===== src/rtl/order_issue_unit_pkg.sv =====
// ============================================================================
// Module : order_pkg
// Brief  : Shared widths, limits and FSM state type for the order issue unit.
// Rev    : 1.0  initial release
// ============================================================================
`default_nettype none

package order_pkg;

    localparam int FIFO_DATA  = 25;
    localparam int ORDER_IMGS = 50;
    localparam int MAX_ORDERS = 5;
    localparam int WCNT_W     = 6;
    localparam int PEND_W     = 3;

    typedef enum logic [1:0] {
        IDLE    = 2'd0,
        COLLECT = 2'd1,
        DONE    = 2'd2
    } state_t;

endpackage

`default_nettype wire


===== src/rtl/order_out_fifo.sv =====
// ============================================================================
// Module : order_out_fifo
// Brief  : Synchronous first-word-fall-through FIFO with full/empty/free count.
// Rev    : 1.0  initial release
// ============================================================================
`default_nettype none

module order_out_fifo #(
    parameter int WIDTH = 25,
    parameter int DEPTH = 4
) (
    input  logic                     clk,
    input  logic                     rst_n,
    input  logic                     wr_en,
    input  logic [WIDTH-1:0]         wr_data,
    input  logic                     rd_en,
    output logic [WIDTH-1:0]         rd_data,
    output logic                     full,
    output logic                     empty,
    output logic [$clog2(DEPTH):0]   free
);

    localparam int              c_AW        = $clog2(DEPTH);
    localparam logic [c_AW:0]   c_DEPTH_CNT = (c_AW+1)'(DEPTH);

    logic [WIDTH-1:0] r_mem [DEPTH];
    logic [c_AW-1:0]  r_wr_ptr;
    logic [c_AW-1:0]  r_rd_ptr;
    logic [c_AW:0]    r_count;
    logic             w_wr;
    logic             w_rd;

    assign full    = (r_count == c_DEPTH_CNT);
    assign empty   = (r_count == '0);
    assign free    = c_DEPTH_CNT - r_count;
    assign w_wr    = wr_en & ~full;
    assign w_rd    = rd_en & ~empty;
    assign rd_data = r_mem[r_rd_ptr];

    // Storage is cleared so the head word reads as zero out of reset.
    always_ff @(posedge clk or negedge rst_n) begin
        if (!rst_n) begin
            r_wr_ptr <= '0;
            r_rd_ptr <= '0;
            r_count  <= '0;
            for (int i = 0; i < DEPTH; i++) begin
                r_mem[i] <= '0;
            end
        end else begin
            if (w_wr) begin
                r_mem[r_wr_ptr] <= wr_data;
                r_wr_ptr        <= r_wr_ptr + 1'b1;
            end
            if (w_rd) begin
                r_rd_ptr <= r_rd_ptr + 1'b1;
            end
            if (w_wr && !w_rd) begin
                r_count <= r_count + 1'b1;
            end else if (!w_wr && w_rd) begin
                r_count <= r_count - 1'b1;
            end
        end
    end

endmodule

`default_nettype wire


===== src/rtl/order_issue_unit.sv =====
// ============================================================================
// Module : order_issue_unit
// Brief  : Issues orders to the receive unit, collects ORDER_IMGS words per
//          order and streams them out. Optional watchdog: ORDER_TIMEOUT_EN.
// Rev    : 1.0  initial release
// ============================================================================
`default_nettype none

module order_issue_unit
    import order_pkg::*;
#(
    parameter int OFIFO_DEPTH = 4,
    parameter int TIMEOUT_CYC = 1024
) (
    input  logic                  clk,
    input  logic                  rst_n,
    input  logic                  req_valid,
    output logic                  req_ready,
    output logic                  order_come,
    input  logic                  order_full,
    input  logic                  no_order,
    output logic                  rec_en,
    input  logic                  sending,
    input  logic [FIFO_DATA-1:0]  axi_in,
    output logic                  dout_valid,
    input  logic                  dout_ready,
    output logic [FIFO_DATA-1:0]  dout_data,
    output logic                  order_done,
    output logic [PEND_W-1:0]     pending,
    output logic                  err_overflow,
    output logic                  err_timeout,
    input  logic                  err_clr
);

    localparam int c_FREE_W = $clog2(OFIFO_DEPTH) + 1;

    state_t              r_state;
    logic [WCNT_W-1:0]   r_word_cnt;
    logic [PEND_W-1:0]   r_pending;
    logic                r_order_come;
    logic                r_order_done;
    logic                r_rec_en_q;
    logic                r_err_ovf;

    logic                w_accept;
    logic                w_wstb;
    logic                w_last_word;
    logic                w_done;
    logic                w_idle_hit;
    logic [PEND_W-1:0]   w_pending_nxt;
    logic                w_fifo_full;
    logic                w_fifo_empty;
    logic [c_FREE_W-1:0] w_free;

    // rst_n keeps the handshake closed while the block is held in reset.
    assign req_ready     = rst_n && !order_full && (r_pending < PEND_W'(MAX_ORDERS)) && !r_order_come;
    assign w_accept      = req_valid && req_ready;
    assign rec_en        = (r_state == COLLECT) && (w_free >= c_FREE_W'(2));
    assign w_wstb        = r_rec_en_q & sending;
    assign w_last_word   = w_wstb && (r_word_cnt == WCNT_W'(ORDER_IMGS - 1));
    assign w_done        = (r_state == DONE);
    assign w_pending_nxt = r_pending + PEND_W'(w_accept) - PEND_W'(w_done);

    assign order_come    = r_order_come;
    assign order_done    = r_order_done;
    assign pending       = r_pending;
    assign err_overflow  = r_err_ovf;
    assign dout_valid    = ~w_fifo_empty;

    order_out_fifo #(
        .WIDTH (FIFO_DATA),
        .DEPTH (OFIFO_DEPTH)
    ) u_ofifo (
        .clk     (clk),
        .rst_n   (rst_n),
        .wr_en   (w_wstb),
        .wr_data (axi_in),
        .rd_en   (dout_ready),
        .rd_data (dout_data),
        .full    (w_fifo_full),
        .empty   (w_fifo_empty),
        .free    (w_free)
    );

`ifdef ORDER_TIMEOUT_EN
    localparam logic [9:0] c_TO_LAST = 10'(TIMEOUT_CYC - 1);

    logic [9:0] r_idle_cnt;
    logic       r_no_order_q;
    logic       r_err_to;
    logic       w_no_order_hit;

    assign w_idle_hit     = (r_state == COLLECT) && !w_wstb && (r_idle_cnt == c_TO_LAST);
    assign w_no_order_hit = r_no_order_q && no_order && (r_pending != '0);
    assign err_timeout    = r_err_to;

    always_ff @(posedge clk or negedge rst_n) begin
        if (!rst_n) begin
            r_idle_cnt   <= '0;
            r_no_order_q <= 1'b0;
            r_err_to     <= 1'b0;
        end else begin
            if ((r_state != COLLECT) || w_wstb) begin
                r_idle_cnt <= '0;
            end else begin
                r_idle_cnt <= r_idle_cnt + 1'b1;
            end
            r_no_order_q <= no_order && (r_pending != '0);
            if (w_idle_hit || w_no_order_hit) begin
                r_err_to <= 1'b1;
            end else if (err_clr) begin
                r_err_to <= 1'b0;
            end
        end
    end
`else
    logic w_unused;

    assign w_idle_hit  = 1'b0;
    assign err_timeout = 1'b0;
    assign w_unused    = no_order | (TIMEOUT_CYC == 0);
`endif

    // A word landing during DONE belongs to the next order and seeds its count.
    always_ff @(posedge clk or negedge rst_n) begin
        if (!rst_n) begin
            r_state      <= IDLE;
            r_word_cnt   <= '0;
            r_pending    <= '0;
            r_order_come <= 1'b0;
            r_order_done <= 1'b0;
            r_rec_en_q   <= 1'b0;
            r_err_ovf    <= 1'b0;
        end else begin
            r_order_come <= w_accept;
            r_order_done <= (r_state == COLLECT) && w_last_word;
            r_rec_en_q   <= rec_en;
            r_pending    <= w_pending_nxt;

            if (w_wstb && w_fifo_full) begin
                r_err_ovf <= 1'b1;
            end else if (err_clr) begin
                r_err_ovf <= 1'b0;
            end

            case (r_state)
                IDLE: begin
                    if (r_pending != '0) begin
                        r_state <= COLLECT;
                    end
                end
                COLLECT: begin
                    if (w_last_word || w_idle_hit) begin
                        r_word_cnt <= '0;
                        r_state    <= DONE;
                    end else if (w_wstb) begin
                        r_word_cnt <= r_word_cnt + 1'b1;
                    end
                end
                DONE: begin
                    r_word_cnt <= WCNT_W'(w_wstb);
                    r_state    <= (w_pending_nxt != '0) ? COLLECT : IDLE;
                end
                default: begin
                    r_state <= IDLE;
                end
            endcase
        end
    end

endmodule

`default_nettype wire

===== config.mk =====
export PLATFORM = sky130hd
export DESIGN_NAME = order_issue_unit
export DESIGN_NICKNAME = d
export VERILOG_FILES = /design/src/rtl/order_issue_unit_pkg.sv /design/src/rtl/order_out_fifo.sv /design/src/rtl/order_issue_unit.sv
export SDC_FILE = /design/constraint.sdc
export NUM_CORES = 1
export LEC_CHECK = 0
export ABC_AREA = 1
export ABC_CLOCK_PERIOD_IN_PS = 2400
export BUFFER_PORTS_ARGS = -buffer_cell sky130_fd_sc_hd__buf_4
export CORE_MARGIN = 2
export CORE_UTILIZATION = 53
export DETAILED_ROUTE_END_ITERATION = 10
export PLACE_DENSITY = 0.76
export SYNTH_ARGS = -nofsm -noshare
export SYNTH_HDL_FRONTEND = slang
export SYNTH_SLANG_ARGS = --single-unit
export TNS_END_PERCENT = 5

===== constraint.sdc =====
create_clock -name clk -period 2.4 [get_ports clk]
set_input_delay 0.24 -clock clk [delete_from_list [all_inputs] [get_ports clk]]
set_output_delay 0.24 -clock clk [all_outputs]
set_load 0.02 [all_outputs]

==> flow_summary.toml <==
[detailed_routing]
firstDrtPassIters = 5
drc = 0
wl_mm = 13.4
vias = 4605
ant_nets = 0
dr.first_iter.drc_count = 443
wl_per_cell_um = 15.7
viasPerCell = 5.38

[setup_path]
crit_type = "reg2reg"
rrSetupSlack_ns = -0.16
path_buf_inv = 2
critPathMaxStageDelay_ns = 0.46
crit_arrival_ns = 2.97
r2r-start = "pending[1]$_DFF_PN0_"
crit_required_ns = 2.80
crit_family = "adder cells"
r2r_end = "r_state[0]$_DFFE_PN0P_"
endpoint_kind = "register"
rr_worst_depth = 16
cp_max_fo = 3
crit_slowest_cell = "fa_1"
critical_path.cell_chain = "inv_2 -> ha_4 -> nand2_2 -> nand2_2 -> nor3b_4 -> nand2_2 -> ha_4 -> inv_2 -> ha_4 -> fa_1 -> nor2_1 -> nand3_1 -> nand2_1 -> nand2_1 -> nand2_1 -> o21ai_1"
startpoint_type = "register"

[worst_hold_path]
holdPathEnd = "u_ofifo.r_mem[53]$_DFFE_PN0P_"
hold_class = "in2reg"
hp-start = "axi_in[3]"
min_path_cells = 3

[placed_design]
dp_hpwl_mm = 7.58
post-place-ws_ns = -0.174
port_buffers = 65
gp_routability_congestion = 0.795
placed_cells = 815

[clocking]
numCtsBuffers = 17
root_buffer = "clkbuf_8"
cts_tree = "done"
h-tree-depth = 4
clkTransAtPathRegs_ns = 0.06
clk_path_buf_depth = 2
clk_latency_ns = 0.51
clock-sinks = 122

[finish]
layout-drive-gt1-share_pct = 26.1
syn2layout_area_growth_pct = 20.6
fin_cells = 856
antenna_cells = 0
final_common_cell = "nand2_1"
nNetsFinal = 757
fill_cells = 842
utilization_pct = 65.8
layout_common_cells = "122 x nand2_1, 119 x dfrtp_1, 77 x buf_4"

[status]
violations = "negative setup slack"
outcome = "finished with violations"

[sta]
min_period_ns = 2.56
relSlewSlack_pct = 40.3
setup_tns_ns = -0.163
max_clock_freq_mhz = 390
report.final.hold_viol_count = 0
worst_pin_slew_ns = 0.895
setup_violations = 1
layout_setup_ws_ns = -0.163
final-max-slew-violation-count = 0
fin_crit_sh_pct = 107
finalClockSkew_ns = 0.00524
rsz0062_at_grt = "true"

[power_and_ir_drop]
power_density_nw_per_um2 = 1560
ir_drop_v = 0.00114
power_mw = 11.2
leakage_nw = 3.55

[die]
start_util_pct = 54.6
die_h_um = 110
coreArea_um2 = 10900
fp.dieArea_um2 = 12100
num_io_pins = 68
die_w_um = 110
fp-row-count = 38

[synthesis]
ys_ff_latch = 122
syn_nets = 692
yosys_warnings = 0
synth_cell_type_count = 30
postSynthAreaPerCell_um2 = 9.31
synthCells = 638
syn-cell-area_um2 = 5940
yosysSeqAreaShare_pct = 51.4

[global_routing]
grt_pass1_wl_mm = 21.6
grt_pass1_vias = 4499
antenna_found_initial = 0
grt_start_max_net_pins = 70
gr-total-overflow = 0
grtUsageTotal_pct = 23.5

[run]
max-cap-violations = 0
worst reg2reg max path, stage by stage (launching register included):
cell	delay (ns)
dfrtp_2	0.41
inv_2	0.08
ha_4	0.16
nand2_2	0.07
nand2_2	0.07
nor3b_4	0.23
nand2_2	0.12
ha_4	0.28
inv_2	0.04
ha_4	0.15
fa_1	0.46
nor2_1	0.10
nand3_1	0.08
nand2_1	0.06
nand2_1	0.05
nand2_1	0.05
o21ai_1	0.05
cells by family (layout without fill, tap and decap cells):
family / Yosys count / count (layout) / share of synthesized area (%)
flops: 122 / 122 / 51.4
simple gates: 205 / 205 / 14.2
xor+xnor: 7 / 7 / 1.03
fa+ha+maj: 21 / 21 / 4.68
other cells: 1 / 1 / 0.0631
compound gates: 189 / 189 / 20.3
buf+inv: 93 / 171 / 8.42
layer usage:
layer  vias to the layer above  routed length (um)  GRT usage [%]
met5                         -                   0              0
met4                         0                 124           8.14
met3                        12                 590           5.22
met2                       111                6890           39.4
met1                      2259                5830           30.1
li1                       2223                   -              -
state kept, by name, indices dropped and copies added (netlist names):
register          cells
order_done            1
r_word_cnt            6
r_state               2
u_ofifo.r_wr_ptr      2
r_rec_en_q            1
pending               3
order_come            1
u_ofifo.r_rd_ptr      2
u_ofifo.r_mem       100
u_ofifo.r_count       3
err_overflow          1
worst max path at each step:
stage                               startpoint                endpoint  slack [ns]  cells past startpoint
final                     pending[1]$_DFF_PN0_  r_state[0]$_DFFE_PN0P_       -0.16                     16
after global routing      pending[1]$_DFF_PN0_  r_state[0]$_DFFE_PN0P_       -0.31                     16
after CTS                 pending[2]$_DFF_PN0_  r_state[0]$_DFFE_PN0P_       -0.13                     15
after detailed placement  pending[2]$_DFF_PN0_  r_state[0]$_DFFE_PN0P_       -0.17                     15
after global placement    pending[2]$_DFF_PN0_  r_state[0]$_DFFE_PN0P_       -0.09                     15
after floorplan           pending[2]$_DFF_PN0_  r_state[0]$_DFFE_PN0P_       -0.23                     15
where the power goes:
group / total [mW] / leakage, nW / internal (mW) / switching, mW
Sequential: 3.64 / 1.52 / 3.04 / 0.603
Clock: 2.60 / 0.308 / 1.74 / 0.863
Combinational: 4.94 / 1.72 / 2.01 / 2.93
cell usage after synthesis:
cell type  number  share of area (%)
buf_2           4               0.34
buf_6          18                3.4
nor3b_1         1               0.13
nand3_2         1               0.17
nand4_1         1               0.11
o22ai_1        25                2.6
o21ai_2        56                8.3
a21boi_4        1               0.32
nor3_1          2               0.17
dfrtp_1       122                 51
nand3_1         3               0.25
clkbuf_1       11               0.70
o31ai_1         1               0.13
conb_1          1              0.063
inv_2           1              0.063
o21ai_0        53                4.5
a21oi_1         5               0.42
fa_1            2               0.67
nand2_1       125                7.9
xnor2_1         1               0.15
nor2_1         65                4.1
inv_1          56                3.5
nand2_4         4               0.76
ha_1           19                4.0
o21ai_1        48                4.0
buf_4           3               0.38
nand3b_1        1               0.13
nor2_8          1               0.34
xor2_1          6               0.88
nand2_2         1               0.11
per-stage QoR:
stage | area [um^2] | hold slack [ns]
6_report | 7160 | 0.0324
5_1_grt | 7160 | 0.0451
4_1_cts | 7120 | 0.0229
3_5_place_dp | 6420 | 0.446
3_3_place_gp | 6420 | 0.431
2_1_floorplan | 5970 | -0.0556
repair_timing:
action | in CTS | in global routing
endpoints found under the setup margin | 1 | 1
hold buffers | 4 | 0
setup buffers | 3 | 2
pin swaps | 9 | 3
hold endpoints to repair | 56 | 0
resized for setup | 5 | 4
area by class of cell:
| cell class | count | area [um^2] | area share (%) |
|---|---|---|---|
| Clock inverter | 7 | 110 | 1.54 |
| Multi-Input combinational cell | 423 | 2460 | 34.4 |
| Tap cell | 140 | 175 | 2.45 |
| Inverter | 57 | 214 | 2.99 |
| Timing Repair Buffer | 82 | 638 | 8.91 |
| Sequential cell | 122 | 3060 | 42.7 |
| Clock buffer | 25 | 504 | 7.04 |
Note: power is estimated with default switching activity, not from simulation.
